--- config.mk ---
export PLATFORM = sky130hd
export DESIGN_NAME = nem_ohmux_sel_ctrl
export DESIGN_NICKNAME = d
export VERILOG_FILES = /design/src/rtl/nem_ohmux_sel_ctrl.sv
export SDC_FILE = /design/constraint.sdc
export NUM_CORES = 1
export LEC_CHECK = 0
export BUFFER_PORTS_ARGS = -buffer_cell sky130_fd_sc_hd__clkbuf_2
export CORE_ASPECT_RATIO = 1.2
export CORE_MARGIN = 1
export CORE_UTILIZATION = 56
export CTS_CLUSTER_SIZE = 40
export DETAILED_ROUTE_END_ITERATION = 10
export HOLD_SLACK_MARGIN = 0.02
export PLACE_DENSITY = 0.74
export SYNTH_ARGS = -nofsm -noshare
export SYNTH_HDL_FRONTEND = slang
export SYNTH_SLANG_ARGS = --single-unit
--- constraint.sdc ---
create_clock -name clk -period 5.87 [get_ports clk]
set_clock_uncertainty 0.15 [all_clocks]
set_input_delay 0.587 -clock clk [delete_from_list [all_inputs] [get_ports clk]]
set_output_delay 0.587 -clock clk [all_outputs]
set_load 0.01 [all_outputs]
--- src/rtl/nem_ohmux_sel_ctrl.sv ---
// ---------------------------------------------------------------------------
// nem_ohmux_sel_ctrl
//
// Select-side sequencer for the NEM one-hot inverting mux cells.
// A binary input index arrives over a valid/ready handshake. The block drives
// the one-hot relay gate bus S with break-before-make timing, so no two relays
// are ever closed at the same time. Every change of selection passes through
// an all-open interval (BREAK), then the new relay is held closed for a
// mechanical settle time (SETTLE) before done is pulsed.
//
// State sequence
//   IDLE   : S = 0, ready for a request
//   BREAK  : S = 0 for BREAK_CYC cycles (only when switching between relays)
//   SETTLE : S = onehot(cur_sel) for SETTLE_CYC cycles
//   HOLD   : S = onehot(cur_sel), ready for a request or off_i
//
// Optional feature (macro NEM_OHMUX_CAPTURE_EN):
//   Adds zn_i (mux ZN outputs) and data_o. data_o captures ~zn_i on the same
//   edge that raises done and holds otherwise. Without the macro the two
//   ports are absent and all other behaviour is identical.
//
// Parameters
//   N_IN        number of mux inputs / width of S (>= 2)
//   SEL_W       width of req_sel, $clog2(N_IN)
//   BREAK_CYC   all-open cycles before a new relay closes (>= 1)
//   SETTLE_CYC  cycles the new relay is closed before done (>= 1)
//   CNT_W       dead-time counter width
//   DATA_W      mux data width (capture feature only)
//
// Ports
//   clk        in   1       clock, rising edge
//   rst        in   1       asynchronous reset, active high
//   req_valid  in   1       selection request valid
//   req_ready  out  1       request can be accepted this cycle
//   req_sel    in   SEL_W   binary index of the input to select
//   off_i      in   1       open all relays (return to IDLE from HOLD)
//   S          out  N_IN    one-hot relay gate drive (all-zero = none)
//   busy       out  1       high in BREAK and SETTLE
//   done       out  1       one-cycle pulse: selection has settled
//   err        out  1       one-cycle pulse: request rejected (req_sel >= N_IN)
//   zn_i       in   DATA_W  mux ZN outputs          (capture feature only)
//   data_o     out  DATA_W  captured ~zn_i at done  (capture feature only)
// ---------------------------------------------------------------------------
module nem_ohmux_sel_ctrl #(
  parameter int N_IN       = 4,
  parameter int SEL_W      = 2,
  parameter int BREAK_CYC  = 4,
  parameter int SETTLE_CYC = 8,
  parameter int CNT_W      = 8,
  parameter int DATA_W     = 8
) (
  input  logic              clk,
  input  logic              rst,
  input  logic              req_valid,
  output logic              req_ready,
  input  logic [SEL_W-1:0]  req_sel,
  input  logic              off_i,
  output logic [N_IN-1:0]   S,
  output logic              busy,
  output logic              done,
  output logic              err
`ifdef NEM_OHMUX_CAPTURE_EN
  ,
  input  logic [DATA_W-1:0] zn_i,
  output logic [DATA_W-1:0] data_o
`endif
);

  // Elaboration-time parameter sanity checks.
  generate
    if (N_IN < 2)                              $error("N_IN must be >= 2");
    if (SEL_W != $clog2(N_IN))                 $error("SEL_W must equal clog2(N_IN)");
    if (BREAK_CYC < 1 || SETTLE_CYC < 1)       $error("BREAK_CYC/SETTLE_CYC must be >= 1");
    if ((BREAK_CYC - 1) >= (2 ** CNT_W))       $error("CNT_W too small for BREAK_CYC");
    if ((SETTLE_CYC - 1) >= (2 ** CNT_W))      $error("CNT_W too small for SETTLE_CYC");
    if (DATA_W < 1)                            $error("DATA_W must be >= 1");
  endgenerate

  localparam logic [CNT_W-1:0] BREAK_LD  = CNT_W'(BREAK_CYC - 1);
  localparam logic [CNT_W-1:0] SETTLE_LD = CNT_W'(SETTLE_CYC - 1);

  typedef enum logic [1:0] {
    IDLE   = 2'd0,
    BREAK  = 2'd1,
    SETTLE = 2'd2,
    HOLD   = 2'd3
  } state_t;

  state_t            state;
  logic [CNT_W-1:0]  cnt;
  logic [SEL_W-1:0]  cur_sel;

  // Decode a binary index to one-hot. Written as a compare loop so that an
  // out-of-range index (non-power-of-two N_IN) simply yields all zeros.
  function automatic logic [N_IN-1:0] onehot(input logic [SEL_W-1:0] sel);
    logic [N_IN-1:0] v;
    v = '0;
    for (int i = 0; i < N_IN; i++) begin
      v[i] = (int'(sel) == i);
    end
    return v;
  endfunction

  function automatic logic sel_in_range(input logic [SEL_W-1:0] sel);
    return int'(sel) < N_IN;
  endfunction

  // Handshake decode. req_ready is itself a register (high in IDLE/HOLD),
  // so accept is a clean AND of the request with registered state.
  logic accept;
  logic sel_ok;
  logic same_sel;
  logic done_set;

  always_comb begin
    accept   = req_valid & req_ready;
    sel_ok   = sel_in_range(req_sel);
    same_sel = (req_sel == cur_sel);
    // done rises either at the end of SETTLE or on a repeat of the held index.
    done_set = ((state == SETTLE) && (cnt == '0)) ||
               ((state == HOLD) && accept && sel_ok && same_sel);
  end

  // Sequencer: state, dead-time counter, selection and all registered outputs.
  always_ff @(posedge clk or posedge rst) begin
    if (rst) begin
      state     <= IDLE;
      cnt       <= '0;
      cur_sel   <= '0;
      S         <= '0;
      busy      <= 1'b0;
      done      <= 1'b0;
      err       <= 1'b0;
      req_ready <= 1'b1;
    end else begin
      done <= done_set;
      // A rejected index only pulses err; state and S are left untouched.
      err  <= accept & ~sel_ok;

      unique case (state)
        IDLE: begin
          // Nothing is closed, so no break interval is needed.
          if (accept && sel_ok) begin
            state     <= SETTLE;
            cur_sel   <= req_sel;
            cnt       <= SETTLE_LD;
            S         <= onehot(req_sel);
            busy      <= 1'b1;
            req_ready <= 1'b0;
          end
        end

        BREAK: begin
          // off_i is deliberately ignored: a sequence is never aborted.
          if (cnt == '0) begin
            state <= SETTLE;
            cnt   <= SETTLE_LD;
            S     <= onehot(cur_sel);
          end else begin
            cnt <= cnt - CNT_W'(1);
          end
        end

        SETTLE: begin
          if (cnt == '0) begin
            state     <= HOLD;
            busy      <= 1'b0;
            req_ready <= 1'b1;
          end else begin
            cnt <= cnt - CNT_W'(1);
          end
        end

        HOLD: begin
          // Any accepted request takes priority over a simultaneous off_i.
          if (accept) begin
            if (sel_ok && !same_sel) begin
              state     <= BREAK;
              cur_sel   <= req_sel;
              cnt       <= BREAK_LD;
              S         <= '0;
              busy      <= 1'b1;
              req_ready <= 1'b0;
            end
          end else if (off_i) begin
            state <= IDLE;
            S     <= '0;
          end
        end

        default: begin
          state     <= IDLE;
          S         <= '0;
          busy      <= 1'b0;
          req_ready <= 1'b1;
        end
      endcase
    end
  end

`ifdef NEM_OHMUX_CAPTURE_EN
  // Capture the inverted mux output on the edge that reports the selection
  // as settled, so data_o always reflects a fully settled relay.
  always_ff @(posedge clk or posedge rst) begin
    if (rst) begin
      data_o <= '0;
    end else if (done_set) begin
      data_o <= ~zn_i;
    end
  end
`endif

endmodule

==> out/metrics.csv, run 1 <==
stage,metric,value,unit
yosys,synthesized flop and latch total,19,
clock_network,CTS tree,built,
sta,Final Critical Period,2260,ps
floorplanning,area of the core,0.00205,sq mm
sta,final setup vio count,0,
clock_network,"Setup Fix Bufs, Post-CTS",0,
floorplanning,I/O pin total,14,
setup_path,Crit Path Class,reg -> reg,
setup_path,crit path DAT,2300,ps
min_path,Hold Crit Class,in -> async,
clock_network,H-tree level count,1,
clock_network,CTS Root Buffer Type,clkbuf_4,
floorplanning,Initial Util,59.2,%
setup_path,Setup crit start kind,flip-flop,
yosys,Syn Std Cell Area,0.00121,sq mm
layout,fin cells,172,
floorplanning,die width,44.5,microns
yosys,fraction of registers with async set or reset after synthesis,100,%
floorplanning,die footprint,0.00236,sq mm
setup_path,CP required,5910,ps
yosys,Cells after Synth,131,
route,WL final,2.68,mm
sta,f_max,0.442,GHz
place,I/O Buffers,12,
sta,Worst slew margin,48.2,%
layout,share of layout cells above drive strength 1,18.3,%
sta,setup TNS,0,ps
clock_network,clock buffer count from CTS,3,
yosys,Post-synth EDFFs,0,
route,Initial DRC Count,30,
power_and_ir_drop,Max VDD drop,103,uV
place,Final Wtd Congestion,0.880,
global_route,Total GRT Usage,26.3,%
layout,post-route cell area,0.00131,sq mm
layout,area delta synth->final,8.25,%
power_and_ir_drop,Pleak,0.595,nW
floorplanning,num rows,18,
global_route,vias in the first global route,1047,
setup_path,crit end category,flip-flop,
clock_network,post_cts resized,0,
yosys,YS warnings,0,
global_route,initial antenna violation count,0,
yosys,ys flop type,dfrtp_1,
yosys,Synth cell types,47,
place,dpl hpwl,1.96,mm
sta,max-slew violation count,0,
sta,worst-margin pin slew,770,ps
place,placed insts,168,
clock_network,Worst-Skew Late Latency,300,ps
route,Via-to-Cell Ratio,6.16,
power_and_ir_drop,cell area power density,164,mW/mm^2
layout,Final #Nets,150,
sta,Final period util,38.5,%
route,DRC Markers,0,
sta,RSZ-0062 raised after global routing,no,
setup_path,Crit Path Max Fanout,7,
floorplanning,Die Y,53.0,microns
route,vias,1059,
yosys,Mapped Nets,138,
clock_network,Num Clock Sinks,19,
route,DR WL/cell,15.6,microns
yosys,Post-Syn Area per Cell,9.26,sq um
clock_network,CTS Buffer Depth,2,
clock_network,Clock transition at path regs,120,ps
clock_network,CTS Hold Bufs,0,
yosys,post-synthesis sequential area ratio,39.3,%
sta,endpoints failing hold,0,
run_status,status,finished clean,
global_route,largest net degree at the start of global routing,20,
global_route,global route overflow,0,
run,total of max-cap violations,0,
layout,n_diodes,0,
route,Pre-antenna DRT Iters,4,
global_route,first-pass GRT wire length,4.51,mm
route,post-route ant nets,0,
place,Post-DP Area,0.00129,sq mm
==> synth_stat cells, types with 2 or more instances <==
library cell,count,area [sq um]
o22ai_1,2,12.5
o21ai_1,2,10.0
buf_2,2,10.0
or3_1,3,18.8
o211ai_1,3,22.5
and2_1,2,12.5
a32oi_1,2,17.5
nor2b_1,3,18.8
nand2_1,10,37.5
a221oi_1,2,17.5
a32o_1,2,20.0
xor2_1,3,26.3
o21ai_0,9,45.0
dfrtp_1,18,450
nand3_1,4,20.0
a21boi_1,2,15.0
nor2_1,8,30.0
clkbuf_1,2,7.51
inv_1,11,41.3
a22o_1,2,17.5
a21oi_1,7,35.0
a211o_1,2,17.5
nor3_1,3,15.0
mux2_4,4,60.1
==> stage by stage <==
stage / hold slack, ps / utilization [%] / total power, mW / setup WS (ps)
6_report: 224 / 64.1 / 0.215 / 3610
5_1_grt: 292 / 64.1 / 0.225 / 3530
4_1_cts: 247 / 64.1 / 0.215 / 3630
3_5_place_dp: 347 / 62.8 / 0.149 / 3640
3_3_place_gp: 345 / 62.8 / 0.149 / 3730
2_1_floorplan: 341 / - / 0.145 / 3910
==> area by class of cell <==
type	instances	area, sq um
clock buffer	3	22.5
clock inverter	1	5.00
fill	167	736
inverter	11	41.3
multi-input combinational	96	671
sequential	19	477
tap	30	37.5
timing repair buffer	12	60.1
==> layer usage <==
metal | GRT usage [%] | vias to the layer above | wire length (microns)
met2 | 44.1 | 22 | 1390
met3 | 4.78 | 6 | 87
met4 | 16.7 | 0 | 47
met5 | 0 | - | 0
li1 | - | 509 | -
met1 | 30.2 | 522 | 1150
==> sequential cells by signal (all words and copies together) (netlist names) <==
| register | flops |
|---|---|
| done | 1 |
| req_ready | 1 |
| state | 2 |
| busy | 1 |
| S | 4 |
| cur_sel | 2 |
| cnt | 8 |
==> critical path, stage by stage, from the launching register on <==
cell and delay (ps):
dfrtp_1 420, inv_1 90, ha_1 250, nor4b_4 370, nand2_2 210, o221a_4 360
mux2_4 300
==> worst paths after layout <==
| path | endpoint | cells after the start | start | slack, ps |
|---|---|---|---|---|
| setup / recovery | S[2] | 6 | cnt[1] | 3610 |
| hold / removal | S[0] | 2 | rst | 220 |
| setup reg to reg | S[2] | 6 | cnt[1] | 3610 |
| hold reg to reg | req_ready | 2 | req_ready | 370 |
| max in group asynchronous | S[2] | 2 | rst | 4880 |
| min in group clk | req_ready | 2 | req_ready | 370 |
==> cells in the final DEF, fill, tap and decap left out, types with 3 or more instances in the layout <==
cell type  netlist  layout
a21oi_1          7       7
clkbuf_2         0      12
clkbuf_4         0       3
dfrtp_1         18      18
inv_1           11      11
mux2_4           4       4
nand2_1         10      10
nand3_1          4       4
nor2_1           8       8
nor2b_1          3       3
nor3_1           3       3
o211ai_1         3       3
o21ai_0          9       9
or3_1            3       3
xor2_1           3       3
==> power by group <==
group | switching (mW) | leakage [nW] | internal [mW]
logic | 0.00772 | 0.345 | 0.00611
registers | 0.000755 | 0.233 | 0.132
clock network | 0.0428 | 0.0177 | 0.0254
==> cells by family after synthesis <==
kind of cell,synth area share (%)
flops,39.3
buf+inv,5.46
other cells,0.309
compound gates,27.0
simple gates,18.1
mux,5.88
xor+xnor,2.89
fa+ha+maj,1.03
No activity file was read; power rests on OpenSTA's default activity.
==> run 2: changes to the inputs <==
--- a/config.mk
+++ b/config.mk
@@ -5,6 +5,7 @@
 export SDC_FILE = /design/constraint.sdc
 export NUM_CORES = 1
 export LEC_CHECK = 0
+export ABC_AREA = 1
 export BUFFER_PORTS_ARGS = -buffer_cell sky130_fd_sc_hd__clkbuf_2
 export CORE_ASPECT_RATIO = 1.2
 export CORE_MARGIN = 1
==> constraint.sdc (replaced) <==
create_clock -name clk -period 2.1 [get_ports clk]
set_clock_uncertainty 0.15 [all_clocks]
set_input_delay 0.21 -clock clk [delete_from_list [all_inputs] [get_ports clk]]
set_output_delay 0.21 -clock clk [all_outputs]
set_load 0.01 [all_outputs]
==> run 2 against run 1 <==
Global-route usage is 2.4 points lower. Non-clock buffer count is 1 higher. Highest routed layer unchanged. Die area is 2.9% lower. Sequential share of layout area is 0.63 points higher. First-iteration DRC count is 50% lower. Clock power grew to 2.8 times the previous value. Synthesized cell count is 25% higher. Worst setup slack worse by 3300 ps. Wire length is 16% lower. Area after synthesis is 3.0% lower.
==> out/metrics.csv, run 2 <==
stage,metric,value,unit,change
run_status,status,finished clean,,unchanged
yosys,largest area contributor in the netlist,dfrtp_1,,unchanged
yosys,ys flop type,dfrtp_1,,unchanged
layout,share of layout cells above drive strength 1,21.1,%,was 18.3%
power_and_ir_drop,Pleak,0.747,nW,was 0.595 nW
setup_path,"Slowest-stage cell, CP",dfrtp_1,,unchanged
yosys,synth cell count leaders,"nand2_1, dfrtp_1, inv_1",,"was dfrtp_1, inv_1, nand2_1"
yosys,Cells after Synth,164,,was 131
sta,final setup vio count,0,,unchanged
yosys,Syn Std Cell Area,0.00118,sq mm,was 0.00121 sq mm
power_and_ir_drop,overall power,2.02,mW,was 0.215 mW
layout,n_diodes,0,,unchanged
yosys,Post-synth EDFFs,0,,unchanged
place,dpl hpwl,1.81,mm,was 1.96 mm
setup_path,Worst path top cell family by delay,simple AND/OR/NAND/NOR gates,,unchanged
yosys,Synth cell types,27,,was 47
sta,setup TNS,0,ps,unchanged
power_and_ir_drop,Clock power frac,9.4,%,was 31.7%
clock_network,"Setup Fix Bufs, Post-CTS",0,,unchanged
route,Initial DRC Count,15,,was 30
sta,endpoints failing hold,0,,unchanged
yosys,Post-Syn Area per Cell,7.18,sq um,was 9.26 sq um
route,DR WL/cell,11.4,microns,was 15.6 microns
setup_path,crit end category,flip-flop,,unchanged
power_and_ir_drop,combinational power share,58.0,%,was 6.4%
route,vias,1029,,"was 1,059"
yosys,fraction of registers with async set or reset after synthesis,100,%,unchanged
setup_path,CP required,2160,ps,was 5910 ps
clock_network,H-tree level count,1,,unchanged
power_and_ir_drop,cell area power density,1560,mW/mm^2,was 164 mW/mm^2
min_path,Hold Crit Class,in -> reg,,was in -> async
run,total of max-cap violations,0,,unchanged
global_route,largest net degree at the start of global routing,20,,unchanged
route,WL final,2.26,mm,was 2.68 mm
global_route,global route overflow,0,,unchanged
global_route,initial antenna violation count,0,,unchanged
global_route,Total GRT Usage,23.8,%,was 26.3%
clock_network,CTS Buffer Depth,2,,unchanged
setup_path,Setup crit start kind,flip-flop,,unchanged
sta,Final period util,86.5,%,was 38.5%
route,Pre-antenna DRT Iters,4,,unchanged
setup_path,worst path bufs/invs,2,,was 1
floorplanning,die width,43.9,microns,was 44.5 microns
setup_path,Crit Path Class,reg -> reg,,unchanged
power_and_ir_drop,Psw,1.01,mW,was 0.0513 mW
layout,area delta synth->final,9.67,%,was 8.25%
setup_path,R2R Setup Slk,280,ps,was 3610 ps
power_and_ir_drop,Max VDD drop,965,uV,was 103 uV
clock_network,CTS tree,built,,unchanged
layout,Final #Nets,188,,was 150
floorplanning,die footprint,0.00229,sq mm,was 0.00236 sq mm
global_route,vias in the first global route,1012,,"was 1,047"
clock_network,Num Clock Sinks,19,,unchanged
sta,Final Critical Period,1820,ps,was 2260 ps
power_and_ir_drop,sequential share of power,32.6,%,was 61.9%
route,Via-to-Cell Ratio,5.17,,was 6.16
sta,Worst slew margin,51.8,%,was 48.2%
setup_path,CP max stage delay,400,ps,was 420 ps
layout,flip-flop count of the largest register after layout,8,,unchanged
clock_network,clock buffer count from CTS,3,,unchanged
yosys,synthesized flop and latch total,19,,unchanged
place,Final Wtd Congestion,0.919,,was 0.880
sta,RSZ-0062 raised after global routing,no,,unchanged
setup_path,Crit Path Max Fanout,10,,was 7
layout,"most common cell after layout, fill and taps aside",nand2_1,,was dfrtp_1
layout,most frequent cells in the layout,"nand2_1, dfrtp_1, inv_1",,"was dfrtp_1, clkbuf_2, inv_1"
layout,largest registers,"cnt: 8 flops, S: 4 flops",,unchanged
yosys,Mapped Nets,171,,was 138
setup_path,"Cell Chain, Critical Path","inv_1, ha_1, nand2_1, nor2_2, nand2_2, nand3_4, inv_4, o21ai_1, nand2_1",,"was inv_1, ha_1, nor4b_4, nand2_2, o221a_4, mux2_4"
floorplanning,I/O pin total,14,,unchanged
floorplanning,Die Y,52.2,microns,was 53.0 microns
yosys,post-synthesis sequential area ratio,40.5,%,was 39.3%
route,DRC Markers,0,,unchanged
sta,Worst Slack Setup Final,284,ps,was 3610 ps
global_route,first-pass GRT wire length,4.04,mm,was 4.51 mm
place,Setup WS pre-CTS,303,ps,was 3640 ps
yosys,YS warnings,0,,unchanged
yosys,"count leader, synth",nand2_1,,was dfrtp_1
setup_path,crit path DAT,1870,ps,was 2300 ps
clock_network,Clock transition at path regs,120,ps,about the same
place,placed insts,194,,was 168
floorplanning,num rows,17,,was 18
floorplanning,Initial Util,61.5,%,was 59.2%
layout,fin cells,199,,was 172
route,post-route ant nets,0,,unchanged
floorplanning,area of the core,0.00191,sq mm,was 0.00205 sq mm
power_and_ir_drop,Pint,1.01,mW,was 0.164 mW
sta,max-slew violation count,0,,unchanged
layout,Top reg by flops,cnt,,unchanged
power_and_ir_drop,Sw Share,49.9,%,was 23.8%
yosys,top-area cell type share of the netlist area,38.3,%,was 37.1%
sta,worst-margin pin slew,723,ps,was 770 ps
yosys,Synth area leaders,"dfrtp_1, nand2_1, inv_1",,"was dfrtp_1, mux2_4, o21ai_0"
sta,f_max,0.551,GHz,was 0.442 GHz
place,I/O Buffers,12,,unchanged
setup_path,"Top cell by count, worst path",nand2_1,,
clock_network,CTS Root Buffer Type,clkbuf_4,,unchanged
clock_network,Worst-Skew Late Latency,310,ps,was 300 ps
[run 2: changes by cell type after synthesis, sizes merged, moves of 5 or more]
cell | previous run | this run
a21oi | 7 | 2
inv | 11 | 20
mux2 | 5 | 0
nand2 | 11 | 66
nand3 | 4 | 12
nor2 | 8 | 21
[run 2: final timing paths]
path | to | cells past startpoint | startpoint
max | cnt[1] | 9 | cnt[0]
min | cur_sel[0] | 3 | req_sel[0]
max reg2reg | cnt[1] | 9 | cnt[0]
min reg2reg | req_ready | 2 | req_ready
max in group asynchronous | cnt[4] | 3 | rst
min in group asynchronous | cnt[1] | 3 | rst
[run 2: final cells by class]
type,count,area [sq um]
Fill cell,168,623
Multi-Input combinational cell,123,611
Sequential cell,19,477
Inverter,21,82.6
Timing Repair Buffer,13,70.1
Tap cell,19,23.8
Clock buffer,3,22.5
Clock inverter,1,5.00
[run 2: cells by family after synthesis]
family | after synthesis | synth area share [%]
XOR/XNOR | 5 | 3.72
AO/OA/AOI/OAI | 12 | 6.16
AND/OR/NAND/NOR | 104 | 40.6
buffers and inverters | 22 | 7.65
flip-flops | 19 | 40.5
adder cells (fa/ha/maj) | 1 | 1.06
other | 1 | 0.319
[run 2: what timing repair did]
item	CTS	global route
endpoints found under the hold margin	18	0
gates resized for setup	0	0
hold buffers	1	0
[run 2: layer usage]
layer	global-route usage (%)	wire [microns]	up-vias
li1	-	-	538
met1	28.4	1000	461
met2	39.8	1100	22
met3	5.17	73	8
met4	12.6	78	0
met5	0	0	-
[run 2: tightest hold or removal path: cells and delay by family]
family / cells / cell delay, ps
buffers and inverters: 2 / 170
AOI/OAI and AO/OA: 1 / 60
[run 2: metrics by stage]
step / hold slack [ps] / area (sq um) / utilization [%]
final: 30.8 / 1290 / 67.5
after global routing: 25.3 / 1290 / 67.5
after CTS: 25.7 / 1290 / 67.5
after detailed placement: 198 / 1250 / 65.5
after global placement: 182 / 1250 / 65.5
after floorplan: 10.4 / 1180 / -
[run 2: power groups by stage]
stage / Clock (mW) / Sequential [mW] / Combinational, mW
global route: 0.204 / 0.681 / 1.35
CTS: 0.192 / 0.658 / 1.19
global placement: 0 / 0.661 / 1.15
floorplan: 0 / 0.660 / 0.930
finish: 0.190 / 0.658 / 1.17
detailed placement: 0 / 0.666 / 1.18
==> run 3: changes to the inputs <==
--- a/config.mk
+++ b/config.mk
@@ -14,6 +14,7 @@
 export DETAILED_ROUTE_END_ITERATION = 10
 export HOLD_SLACK_MARGIN = 0.02
 export PLACE_DENSITY = 0.74
+export SLEW_MARGIN = 20
 export SYNTH_ARGS = -nofsm -noshare
 export SYNTH_HDL_FRONTEND = slang
 export SYNTH_SLANG_ARGS = --single-unit
==> constraint.sdc (replaced) <==
create_clock -name clk -period 1.9 [get_ports clk]
set_clock_uncertainty 0.15 [all_clocks]
set_input_delay 0.19 -clock clk [delete_from_list [all_inputs] [get_ports clk]]
set_output_delay 0.19 -clock clk [all_outputs]
set_load 0.01 [all_outputs]
==> run 3 against run 2 <==
Worst setup slack got worse by 120 ps. Sequential share of layout area fell by 0.84 points. Largest power group unchanged. Clock power rose by 9%. Register-to-register slack got worse by 120 ps. Cell count rose by 1.0%. Core utilization rose by 1.6 points. Highest routed layer unchanged.
==> out/metrics.csv, run 3 (same netlist as run 2, synthesis figures left out) <==
stage,metric,value,unit,change
layout,most frequent cells in the layout,"nand2_1, dfrtp_1, inv_1",,unchanged
global_route,initial antenna violation count,0,,unchanged
sta,worst-margin pin slew,723,ps,about the same
route,Pre-antenna DRT Iters,4,,unchanged
layout,n_diodes,0,,unchanged
global_route,vias in the first global route,1024,,"was 1,012"
floorplanning,die width,43.9,microns,unchanged
sta,Final period util,91.3,%,was 86.5%
clock_network,CTS tree,built,,unchanged
setup_path,Setup crit start kind,flip-flop,,unchanged
sta,final setup vio count,0,,unchanged
global_route,first-pass GRT wire length,4.07,mm,was 4.04 mm
floorplanning,I/O pin total,14,,unchanged
global_route,grt peak-use layer,met2,,unchanged
global_route,met1 Track Usage GR,28.4,%,unchanged
clock_network,CTS Buffer Depth,2,,unchanged
floorplanning,num rows,17,,unchanged
power_and_ir_drop,Sw Share,50.0,%,was 49.9%
global_route,largest net degree at the start of global routing,20,,unchanged
layout,flip-flop count of the largest register after layout,8,,unchanged
layout,largest registers,"cnt: 8 flops, S: 4 flops",,unchanged
route,Initial DRC Count,17,,was 15
power_and_ir_drop,Clock power frac,9.2,%,was 9.4%
floorplanning,area of the core,0.00191,sq mm,unchanged
sta,Worst Slack Setup Final,165,ps,was 284 ps
route,Via-to-Cell Ratio,5.18,,was 5.17
layout,Top reg by flops,cnt,,unchanged
setup_path,"Top cell by count, worst path",nand2_1,,unchanged
clock_network,H-tree level count,1,,unchanged
power_and_ir_drop,sequential share of power,32.2,%,was 32.6%
route,post-route ant nets,0,,unchanged
layout,"most common cell after layout, fill and taps aside",nand2_1,,unchanged
setup_path,R2R Setup Slk,160,ps,was 280 ps
clock_network,Worst-Skew Late Latency,300,ps,was 310 ps
clock_network,clock buffer count from CTS,3,,unchanged
min_path,hold path startpoint,off_i,,was req_sel[0]
layout,Filler Cell Count,168,,unchanged
setup_path,worst r2r src,cnt[0],,unchanged
setup_path,worst reg-to-reg path cell count,9,,unchanged
clock_network,CTS Root Buffer Type,clkbuf_4,,unchanged
place,Final Wtd Congestion,0.919,,unchanged
route,vias,1042,,"was 1,029"
setup_path,"Cell Chain, Critical Path","inv_2, ha_2, nand2_1, nor2_4, nor2_2, nor2_4, nand3_2, nand2_1, nand2_1",,"was inv_1, ha_1, nand2_1, nor2_2, nand2_2, nand3_4, inv_4, o21ai_1, nand2_1"
power_and_ir_drop,cell area power density,1710,mW/mm^2,was 1560 mW/mm^2
clock_network,"Setup Fix Bufs, Post-CTS",0,,unchanged
layout,area delta synth->final,12.2,%,was 9.67%
setup_path,Crit Path Class,reg -> reg,,unchanged
sta,RSZ-0062 raised after global routing,no,,unchanged
power_and_ir_drop,Max VDD drop,1060,uV,was 965 uV
min_path,Hold Crit Class,in -> reg,,unchanged
setup_path,CP max stage delay,410,ps,was 400 ps
sta,Worst slew margin,51.8,%,about the same
sta,Final Critical Period,1740,ps,was 1820 ps
sta,f_max,0.576,GHz,was 0.551 GHz
floorplanning,Die Y,52.2,microns,unchanged
layout,share of layout cells above drive strength 1,22.5,%,was 21.1%
floorplanning,die footprint,0.00229,sq mm,unchanged
sta,max-slew violation count,0,,unchanged
setup_path,CP required,1960,ps,was 2160 ps
route,DR WL/cell,11.3,microns,was 11.4 microns
layout,Final #Nets,190,,was 188
route,WL final,2.27,mm,was 2.26 mm
global_route,GR Util met2,40.3,%,was 39.8%
global_route,global route overflow,0,,unchanged
place,I/O Buffers,12,,unchanged
power_and_ir_drop,Psw,1.13,mW,was 1.01 mW
run,total of max-cap violations,0,,unchanged
power_and_ir_drop,Pleak,0.753,nW,was 0.747 nW
setup_path,"Slowest-stage cell, CP",dfrtp_1,,unchanged
setup_path,R2R Path End,S[0],,was cnt[1]
sta,endpoints failing hold,0,,unchanged
power_and_ir_drop,Pint,1.13,mW,was 1.01 mW
min_path,Worst Hold Endpoint,state[1],,was cur_sel[0]
setup_path,crit end category,flip-flop,,unchanged
setup_path,crit path DAT,1790,ps,was 1870 ps
place,dpl hpwl,1.81,mm,unchanged
global_route,met3 usage,5.17,%,unchanged
setup_path,Crit Path Max Fanout,5,,was 10
clock_network,Clock transition at path regs,110,ps,was 120 ps
global_route,Total GRT Usage,24.0,%,was 23.8%
min_path,WHS Path Cells,6,,was 3
clock_network,Num Clock Sinks,19,,unchanged
power_and_ir_drop,combinational power share,58.6,%,was 58.0%
layout,final core utilization,69.0,%,was 67.5%
route,DRC Markers,0,,unchanged
floorplanning,Initial Util,61.5,%,unchanged
sta,setup TNS,0,ps,unchanged
place,Setup WS pre-CTS,103,ps,was 303 ps
run_status,status,finished clean,,unchanged
-- run 3: power by group through the flow --
| stage | clock network (mW) | logic (mW) | registers, mW |
|---|---|---|---|
| after CTS | 0.212 | 1.31 | 0.727 |
| after global routing | 0.225 | 1.53 | 0.755 |
| after floorplan | 0 | 1.03 | 0.730 |
| final | 0.207 | 1.33 | 0.728 |
| after global placement | 0 | 1.27 | 0.731 |
| after detailed placement | 0 | 1.30 | 0.736 |
-- run 3: worst max-delay path by stage --
stage	start	to	slack (ps)	cells after the start
CTS	cnt[0]	S[0]	80	9
floorplan	cnt[0]	S[0]	270	9
finish	cnt[0]	S[0]	160	9
detailed placement	cnt[0]	S[0]	100	9
global route	cnt[0]	S[1]	50	9
global placement	cnt[0]	S[0]	150	9
-- run 3: repair_timing --
action | CTS | global route
setup endpoints to repair | 0 | 12
gates resized for setup | 0 | 4
hold buffers | 3 | 0
hold endpoints to repair | 20 | 0
-- run 3: area by class of cell --
type | instances | area (sq um) | share of cell area, %
clock buffer | 3 | 22.5 | 1.70
clock inverter | 1 | 5.00 | 0.379
inverter | 21 | 82.6 | 6.25
multi-input combinational | 123 | 621 | 47.0
sequential | 19 | 477 | 36.1
tap | 19 | 23.8 | 1.80
timing repair buffer | 15 | 90.1 | 6.82
-- run 3: per-stage QoR --
step	std cells	total power [mW]	hold slack, ps	cell area [sq um]
after floorplan	164	1.76	-9.61	1180
after global placement	194	2.00	162	1250
after detailed placement	194	2.04	178	1250
after CTS	201	2.25	198	1310
after global routing	201	2.51	249	1320
final	201	2.26	212	1320
-- run 3: metal layers --
layer  vias up  share of wire (%)  routed length [microns]
li1        545                  -                        -
met1       468                 45                     1020
met2        21                 49                     1110
met3         8                2.7                       61
met4         0                3.4                       78
met5         -                  0                        0
-- run 3: worst max-delay path, delay by kind of cell, from the launching register on --
| kind | cells | cell delay [ps] |
|---|---|---|
| flops | 1 | 410 |
| fa+ha+maj | 1 | 210 |
| buf+inv | 1 | 100 |
| simple gates | 7 | 780 |
